<file path="config.mk">
export PLATFORM = sky130hd
export DESIGN_NAME = fetch_sequencer
export DESIGN_NICKNAME = d
export VERILOG_FILES = /design/src/rtl/fetch_sequencer.sv
export SDC_FILE = /design/constraint.sdc
export NUM_CORES = 1
export LEC_CHECK = 0
export BUFFER_PORTS_ARGS = -buffer_cell sky130_fd_sc_hd__buf_4
export CORE_MARGIN = 3
export CORE_UTILIZATION = 48
export CTS_BUF_LIST = sky130_fd_sc_hd__clkbuf_4 sky130_fd_sc_hd__clkbuf_8 sky130_fd_sc_hd__clkbuf_16
export DETAILED_ROUTE_END_ITERATION = 8
export GPL_ROUTABILITY_DRIVEN = 1
export PLACE_DENSITY_LB_ADDON = 0.1
export SETUP_SLACK_MARGIN = 0.05
export SKIP_LAST_GASP = 1
export SYNTH_ARGS = -nofsm -noshare
export SYNTH_HDL_FRONTEND = slang
export SYNTH_SLANG_ARGS = --single-unit
</file>
<file path="constraint.sdc">
create_clock -name clk_i -period 2.4 [get_ports clk_i]
set_input_delay 0.12 -clock clk_i [delete_from_list [all_inputs] [get_ports clk_i]]
set_output_delay 0.12 -clock clk_i [all_outputs]
set_load 0.01 [all_outputs]
</file>
<file path="src/rtl/fetch_sequencer.sv">
// fetch_sequencer
//   Fetch-address controller between PC generation and the I$ request port.
//   Owns the next-fetch address (npc_q). At most one I$ request is in
//   flight at any time. It sequences boot, sequential fetch, queue replay,
//   redirects and flushes. After a fetch exception it stops until it is
//   redirected or flushed.
//
// Optional feature:
//   FETCH_SEQUENCER_PERF_EN adds 16-bit saturating counters perf_replay_o
//   (accepted replays) and perf_kill_o (cycles with icache_kill_o high).
//
// Ports:
//   clk_i, rst_ni         clock, async active-low reset
//   boot_addr_i           boot address, sampled in BOOT
//   flush_i               kill everything in flight
//   redirect_valid_i/addr load new fetch address
//   halt_i                block issue of new requests
//   queue_ready_i         instruction queue can take a block
//   replay_i/addr         refetch request from the queue on a response
//   icache_req_*          registered request (valid/addr) plus ready
//   icache_kill_o         drop in-flight/accepted request
//   icache_rsp_valid_i/ex I$ response and its exception flag
//   rsp_valid_o           qualified response to the instruction queue
//   busy_o                request in flight
module fetch_sequencer #(
  parameter int unsigned VLEN             = 39,
  parameter int unsigned FETCH_ALIGN_BITS = 3
) (
  input  logic            clk_i,
  input  logic            rst_ni,
  input  logic [VLEN-1:0] boot_addr_i,
  input  logic            flush_i,
  input  logic            redirect_valid_i,
  input  logic [VLEN-1:0] redirect_addr_i,
  input  logic            halt_i,
  input  logic            queue_ready_i,
  input  logic            replay_i,
  input  logic [VLEN-1:0] replay_addr_i,
  output logic            icache_req_valid_o,
  output logic [VLEN-1:0] icache_req_addr_o,
  input  logic            icache_req_ready_i,
  output logic            icache_kill_o,
  input  logic            icache_rsp_valid_i,
  input  logic            icache_rsp_ex_i,
  output logic            rsp_valid_o,
`ifdef FETCH_SEQUENCER_PERF_EN
  output logic [15:0]     perf_replay_o,
  output logic [15:0]     perf_kill_o,
`endif
  output logic            busy_o
);

  localparam logic [2:0] BOOT  = 3'd0;
  localparam logic [2:0] FETCH = 3'd1;
  localparam logic [2:0] WAIT  = 3'd2;
  localparam logic [2:0] STALL = 3'd3;
  localparam logic [2:0] EXC   = 3'd4;

  localparam int unsigned BLK_W = VLEN - FETCH_ALIGN_BITS;

  logic [2:0]       state_q, state_d;
  logic [VLEN-1:0]  npc_q, npc_d;
  logic             req_valid_q;
  logic             ev, go, rsp_ok;
  logic [BLK_W-1:0] blk_nxt;
  logic [VLEN-1:0]  seq_addr;

  assign ev = flush_i | redirect_valid_i;
  assign go = queue_ready_i & ~halt_i;

  // Next block address: drop the offset inside the block and step one block.
  // The block-index add is exactly BLK_W bits wide, so the top wraps to 0.
  assign blk_nxt  = npc_q[VLEN-1:FETCH_ALIGN_BITS] + {{(BLK_W-1){1'b0}}, 1'b1};
  assign seq_addr = {blk_nxt, {FETCH_ALIGN_BITS{1'b0}}};

  // A response is only forwarded if no redirect/flush happens in the same
  // cycle. This is why a killed request never reaches the queue.
  assign rsp_ok        = (state_q == WAIT) & icache_rsp_valid_i & ~ev;
  assign rsp_valid_o   = rsp_ok;
  assign icache_kill_o = ev & ((state_q == WAIT) |
                               ((state_q == FETCH) & icache_req_ready_i));

  always_comb begin
    state_d = state_q;
    npc_d   = npc_q;
    if (ev) begin
      if (redirect_valid_i) npc_d = redirect_addr_i;
      state_d = go ? FETCH : STALL;
    end else begin
      case (state_q)
        BOOT: begin
          npc_d   = boot_addr_i;
          state_d = go ? FETCH : STALL;
        end
        // Once raised, the request is held until the I$ accepts it.
        // Back-pressure and halt do not withdraw it.
        FETCH: if (icache_req_ready_i) state_d = WAIT;
        STALL: if (go) state_d = FETCH;
        WAIT: begin
          if (icache_rsp_valid_i) begin
            if (icache_rsp_ex_i) begin
              state_d = EXC;
            end else begin
              npc_d   = replay_i ? replay_addr_i : seq_addr;
              state_d = go ? FETCH : STALL;
            end
          end
        end
        EXC:     state_d = EXC;
        default: state_d = BOOT;
      endcase
    end
  end

  // The request valid has its own flop so the bus sees no decode glitches.
  always_ff @(posedge clk_i or negedge rst_ni) begin
    if (!rst_ni) begin
      state_q     <= BOOT;
      npc_q       <= '0;
      req_valid_q <= 1'b0;
    end else begin
      state_q     <= state_d;
      npc_q       <= npc_d;
      req_valid_q <= (state_d == FETCH);
    end
  end

  assign icache_req_valid_o = req_valid_q;
  assign icache_req_addr_o  = npc_q;
  assign busy_o             = (state_q == WAIT);

`ifdef FETCH_SEQUENCER_PERF_EN
  // Replays count only when a response is forwarded without an exception,
  // because that is the only case where replay_addr_i is used.
  logic [15:0] perf_replay_q, perf_kill_q;
  logic        replay_acc;

  assign replay_acc = rsp_ok & ~icache_rsp_ex_i & replay_i;

  always_ff @(posedge clk_i or negedge rst_ni) begin
    if (!rst_ni) begin
      perf_replay_q <= '0;
      perf_kill_q   <= '0;
    end else begin
      if (replay_acc && perf_replay_q != 16'hFFFF)
        perf_replay_q <= perf_replay_q + 16'd1;
      if (icache_kill_o && perf_kill_q != 16'hFFFF)
        perf_kill_q <= perf_kill_q + 16'd1;
    end
  end

  assign perf_replay_o = perf_replay_q;
  assign perf_kill_o   = perf_kill_q;
`endif

endmodule

</file>
==> out/qor.yml, run 1 <==
worst_hold_path:
  min_from: "redirect_addr_i[7]"
  hold_path_depth: 2
  holdPathEnd: "icache_req_addr_o[7]"
  hold_class: "in2reg"
sta:
  fin_tns_setup_ns: 0
  slew_violations: 0
  tightest_slew_ns: 0.931
  slew_headroom_pct: 37.9
  fmax_mhz: 440
  clock_skew_ns: 0.00818
  setup_ws_ns: 0.129
  finalHoldViolCount: 0
  period_share_pct: 94.6
  setup_viol: 0
  grt_setup_unrepaired: "no"
  period_needed_ns: 2.27
power_and_ir_drop:
  p_per_area_nw_per_um2: 441
  leakage_nw: 2.21
  seq_power_share_pct: 41.6
  p_int_mw: 1.50
  switching_share_pct: 31.7
  comb_power_share_pct: 31.0
  total_power_mw: 2.20
  p_clk_share_pct: 27.5
  p_sw_uw: 698
  ir_drop_uv: 224
routing:
  firstDrtPassIters: 5
  vias_per_cell: 6.07
  wirelength_microns: 13000
  ant_nets: 0
  remaining_drc_errors: 0
  wl_per_cell_microns: 18.4
  vias: 4307
  drt_iter0_drc: 355
clocking:
  insertion_delay_ns: 0.31
  numCtsBuffers: 5
  cts_root_buffer: "clkbuf_8"
  clk_pin_slew_worst_paths_ns: 0.08
  cts.sinks: 43
  post_cts_buffers: 0
  cts_tree: "yes"
  cts_htree_levels: 2
  clockBufferDepth: 2
placement:
  place_hpwl_microns: 9620
  place_ws_ns: 0.263
  place_congestion: 0.925
  io_buffers: 169
  place_inst: 700
logic_synthesis:
  synth_compound_area_share_pct: 28.3
  ys_seq_area_share_pct: 30.1
  yosys.area_share.simple_pct: 26.4
  synth_top_area_share_pct: 30.1
  yosysTopAreaCell: "dfrtp_1"
  synth_edf_count: 0
  muxShareOfSynthArea_pct: 1.44
  ys_ff_latch: 43
  ys_warn_count: 0
  synth.area.top_cells: "dfrtp_1, a21oi_1, nand2_1"
  synthXorXnorAreaFrac_pct: 6.13
  netlist_area_sq_um: 3570
  synthFlopType: "dfrtp_1"
  synth_cells: 454
  synthesis.nets: 582
  avgSynthCellArea_sq_um: 7.87
  synth_top_family_by_area: "compound AO/OA/AOI/OAI gates"
  yosys.area_share.adder_pct: 0.350
  async_flop_share_pct: 100
  ys_types: 63
status:
  status: "finished clean"
floorplanning:
  initial_utilization_pct: 50.9
  die_x_microns: 92.3
  die_y_microns: 92.3
  rows: 30
  ioPinCount: 170
  coreArea_sq_um: 7020
  dieArea_sq_um: 8520
critical_path:
  cp-end-kind: "output pin"
  cp.arrival_ns: 2.15
  r2r_start: "state_q[1]"
  reg2regPathDepth: 7
  worstSetupPathType: "reg2out"
  r2r_setup_slack_ns: 0.23
  crit_path_start_kind: "flop"
  crit_fanout: 20
  startpoint: "state_q[1]"
  r2r_end: "icache_req_addr_o[20]"
  required_ns: 2.28
final_layout:
  layout-drive-gt1-share_pct: 35.6
  syn2layout_area_growth_pct: 39.5
  seq_area_sq_um: 1080
  nFillCells: 577
  num_antenna_cells: 0
  multiInputGateArea_sq_um: 2240
  fin_cells: 709
  layout.nets: 740
global_route:
  grt_pass1_wl_microns: 20600
  grt_pass1_vias: 4067
  grt_overflow: 0
  grt.total_usage_pct: 30.2
  grt_max_degree: 44
  antenna_found_initial: 0
job:
  max_cap_violations: 0
==> cells by family (layout without fill, tap and decap cells) <==
| group | after synthesis | in the layout |
|---|---|---|
| AO/OA/AOI/OAI | 161 | 161 |
| XOR/XNOR | 25 | 25 |
| adder cells (fa/ha/maj) | 1 | 1 |
| buffers and inverters | 41 | 200 |
| flip-flops | 43 | 43 |
| multiplexers | 5 | 5 |
| AND/OR/NAND/NOR | 178 | 178 |
==> worst max path at each step <==
stage | to | slack [ns]
after floorplan | icache_req_addr_o[31] | 0.46
after global placement | icache_req_addr_o[38] | 0.31
after detailed placement | icache_req_addr_o[38] | 0.26
after CTS | rsp_valid_o | 0.15
after global routing | icache_req_addr_o[36] | 0.06
final | rsp_valid_o | 0.13
==> stage by stage <==
stage	instance area (sq um)	utilization, %	hold slack, ns
floorplan	3570	-	-0.176
global placement	4860	69.2	0.160
detailed placement	4860	69.2	0.151
CTS	4990	71.0	0.0485
global route	4990	71.0	0.0528
finish	4990	71.0	0.0493
==> layer usage <==
metal / global-route usage, % / routed length [microns]
met2: 47.9 / 6070
met5: 0 / 0
met4: 7.43 / 246
met3: 5.99 / 1160
met1: 42.1 / 5530
==> synthesized netlist by cell type, types with 11 or more instances <==
library cell  instances
o21ai_1              23
a21oi_1              48
nand2_1              56
xnor2_1              11
nand4_1              14
clkbuf_1             16
nor3_1               12
xor2_1               14
dfrtp_1              43
nand3_1              31
o21ai_0              27
nor2_1               22
==> sequential cells by signal (all words and copies together), names as in the netlist <==
name,flops
icache_req_addr_o,39
icache_req_valid_o,1
state_q,3
==> power groups by stage <==
stage,logic [mW],registers (mW),clock network [mW]
6_report,0.681,0.915,0.604
5_1_grt,0.744,0.928,0.651
4_1_cts,0.681,0.910,0.607
3_5_place_dp,0.674,0.924,0
3_3_place_gp,0.666,0.920,0
2_1_floorplan,0.285,0.934,0
==> cell usage in the layout, fill, tap and decap left out, types with 8 or more instances in the layout <==
| master | n |
|---|---|
| o22ai_1 | 8 |
| nand3_1 | 31 |
| nor2_1 | 21 |
| o21ai_0 | 27 |
| nand4_1 | 14 |
| buf_4 | 184 |
| xor2_1 | 14 |
| nand2_1 | 56 |
| dfrtp_1 | 43 |
| xnor2_1 | 11 |
| a31oi_1 | 8 |
| nor3_1 | 12 |
| o21ai_1 | 23 |
| a21oi_1 | 48 |
| and3_1 | 8 |
==> final cells by class <==
class | instances | area share (%)
clock buffers | 6 | 1.66
clock inverters | 2 | 0.703
multi-input cells | 370 | 44.9
repair buffers | 186 | 28.3
well taps | 96 | 2.41
inverters | 6 | 0.452
flip-flops and latches | 43 | 21.6
==> critical path: stages (launching register included) <==
cell,delay [ns]
dfrtp_1,0.50
or3b_2,0.59
inv_2,0.23
buf_12,0.19
nand2_1,0.08
nor2_1,0.11
buf_4,0.14
==> repair_timing <==
item                                   4_1_cts  5_1_grt
endpoints found under the hold margin       43        0
resized for setup                            0        0
hold buffers                                 1        0
No activity file was read; power rests on OpenSTA's default activity.
==> run 2, diff against run 1 <==
--- a/config.mk
+++ b/config.mk
@@ -10,7 +10,7 @@
 export CORE_UTILIZATION = 48
 export CTS_BUF_LIST = sky130_fd_sc_hd__clkbuf_4 sky130_fd_sc_hd__clkbuf_8 sky130_fd_sc_hd__clkbuf_16
 export DETAILED_ROUTE_END_ITERATION = 8
-export GPL_ROUTABILITY_DRIVEN = 1
+export GPL_ROUTABILITY_DRIVEN = 0
 export PLACE_DENSITY_LB_ADDON = 0.1
 export SETUP_SLACK_MARGIN = 0.05
 export SKIP_LAST_GASP = 1
==> constraint.sdc (replaced) <==
create_clock -name clk_i -period 2.4 [get_ports clk_i]
set_input_delay 0 -clock clk_i [delete_from_list [all_inputs] [get_ports clk_i]]
set_output_delay 0 -clock clk_i [all_outputs]
set_load 0.01 [all_outputs]
==> run 2 against run 1 <==
Effect of this change:
- the flow now finishes with violations (negative hold slack)
- design area grew 4.7%
- fmax up 1.8%
- clock skew up 0.00062 ns
- combinational power increased by 5.3%
- utilization is 3.3 points higher
- critical path depth unchanged
- register-to-register slack worse by 0.06 ns
- largest cell class unchanged
==> out/qor.yml, run 2 (same netlist as run 1, synthesis figures left out) <==
routing:
  ant_nets: 0  # unchanged
  drt_iter0_drc: 394  # +11%
  firstDrtPassIters: 5  # unchanged
  wl_per_cell_microns: 18.8  # +2.5%
  remaining_drc_errors: 0  # unchanged
  vias_per_cell: 6.21  # +2.2%
  vias: 4551  # +5.7%
  wirelength_microns: 13800  # +6.0%
global_route:
  grt_max_degree: 44  # unchanged
  antenna_found_initial: 0  # unchanged
  grt_pass1_wl_microns: 22100  # +7.6%
  grt.total_usage_pct: 32.4  # +2.2 points
  grt_overflow: 0  # unchanged
  grt_pass1_vias: 4499  # +11%
placement:
  io_buffers: 169  # unchanged
  place_hpwl_microns: 9810  # +1.9%
final_layout:
  num_antenna_cells: 0  # unchanged
  layout-drive-gt1-share_pct: 33.9  # -1.7 points
  nFillCells: 568  # -1.6%
  most-common-layout-cells: "buf_4, nand2_1, a21oi_1, dfrtp_1, nand3_1"
  layout.nets: 764  # +3.2%
  final_common_cell: "buf_4"
  final_util_pct: 74.4  # +3.3 points
  syn2layout_area_growth_pct: 46.1
  largest_register_ffs: 39  # unchanged
floorplanning:
  dieArea_sq_um: 8520  # unchanged
  ioPinCount: 170  # unchanged
  die_x_microns: 92.3  # unchanged
  rows: 30  # unchanged
  coreArea_sq_um: 7020  # unchanged
  die_y_microns: 92.3  # unchanged
  initial_utilization_pct: 50.9  # unchanged
sta:
  finalHoldWorstSlack_ns: -0.00344  # -0.0527 ns
  grt_setup_unrepaired: "no"
  clock_skew_ns: 0.00880  # +0.000623 ns
  setup_viol: 0  # unchanged
  slew_headroom_pct: 57.3  # +19 points
  period_share_pct: 93.0  # -1.6 points
  slew_violations: 0  # unchanged
  tightest_slew_ns: 0.640  # -0.291 ns
  finalHoldViolCount: 1  # +1
  fmax_mhz: 448  # +1.8%
  period_needed_ns: 2.23  # -0.0395 ns
  fin_tns_setup_ns: 0  # unchanged
clocking:
  clockBufferDepth: 2  # unchanged
  numCtsBuffers: 5  # unchanged
  cts_tree: "yes"
  cts_htree_levels: 2  # unchanged
  insertion_delay_ns: 0.30  # about the same
  clk_pin_slew_worst_paths_ns: 0.09  # about the same
  post_cts_buffers: 0  # unchanged
  cts.sinks: 43  # unchanged
  cts_root_buffer: "clkbuf_8"
power_and_ir_drop:
  ir_drop_uv: 295  # +32%
  p_per_area_nw_per_um2: 417  # -5.5%
  total_power_mw: 2.18  # -1.1%
  leakage_nw: 2.31  # +4.3%
status:
  failed_checks: "negative hold slack"
  status: "finished, violations left"
job:
  max_cap_violations: 0  # unchanged
worst_hold_path:
  hold_class: "in2reg"
critical_path:
  cp.arrival_ns: 2.41  # +0.26 ns
  crit_path_start_kind: "flop"
  required_ns: 2.58  # +0.30 ns
  cp-end-kind: "flop"
  crit_fanout: 10  # -50%
  worstSetupPathType: "reg2reg"
## run 2: changes by cell type in the layout (fill, tap and decap cells not counted), sizes merged
| cell | change |
|---|---|
| clkbuf | +2 |
| clkinv | -1 |
| dlygate4sd3 | +26 |
| bufinv | -1 |
| buf | -2 |
## run 2: per-layer routing
layer,global-route usage [%],vias up,share of wire (%)
met4,10.4,0,2.7
li1,-,2063,-
met5,0,-,0
met3,5.17,32,10
met2,53.2,325,47
met1,43.5,2131,40
## run 2: path summary, 6_finish.rpt
path	startpoint	endpoint	slack [ns]	depth (start not counted)
worst min register to register	icache_req_addr_o[0]	icache_req_addr_o[0]	0.50	2
worst max-delay path	icache_req_addr_o[12]	icache_req_addr_o[34]	0.17	6
worst min-delay path	redirect_addr_i[22]	icache_req_addr_o[22]	-0.003	3
min in group asynchronous	rst_ni	icache_req_valid_o	0.25	2
worst max register to register	icache_req_addr_o[12]	icache_req_addr_o[34]	0.17	6
max in group asynchronous	rst_ni	icache_req_addr_o[29]	1.74	2
## run 2: area by class of cell
type	instances	area (sq um)	share of cell area, %
multi-input cells	370	2240	42.9
inverters	6	22.5	0.431
flip-flops and latches	43	1080	20.6
clock buffers	8	104	1.99
well taps	96	120	2.30
repair buffers	210	1660	31.7
## run 2: through the flow
step	cell area [sq um]	hold slack [ns]	setup slack, ns	instances
2_1_floorplan	3570	-0.296	0.455	454
3_3_place_gp	4840	0.0367	0.235	698
3_5_place_dp	4840	0.0460	0.152	698
4_1_cts	5220	0.00229	0.127	733
5_1_grt	5220	0.00995	0.0726	733
6_report	5220	-0.00344	0.169	733
## run 2: critical path: stages (launching register included)
cell and delay (ns):
dfrtp_1 0.47, nand4_1 0.20, or3_1 0.63, nor4_2 0.38
xor2_1 0.11, o211ai_1 0.24, a21oi_1 0.09
## run 2: power breakdown
part	leakage (nW)	switching, mW	internal, mW	total, mW
sequential	0.510	0.120	0.798	0.918
combinational	1.74	0.324	0.392	0.717
clock	0.0549	0.267	0.275	0.542
total	2.31	0.711	1.47	2.18
## run 2: repair_timing
action / 4_1_cts / 5_1_grt
hold buffers: 27 / 0
hold endpoints to repair: 66 / 0
endpoints found under the setup margin: 0 / 1
gates resized for setup: 0 / 1
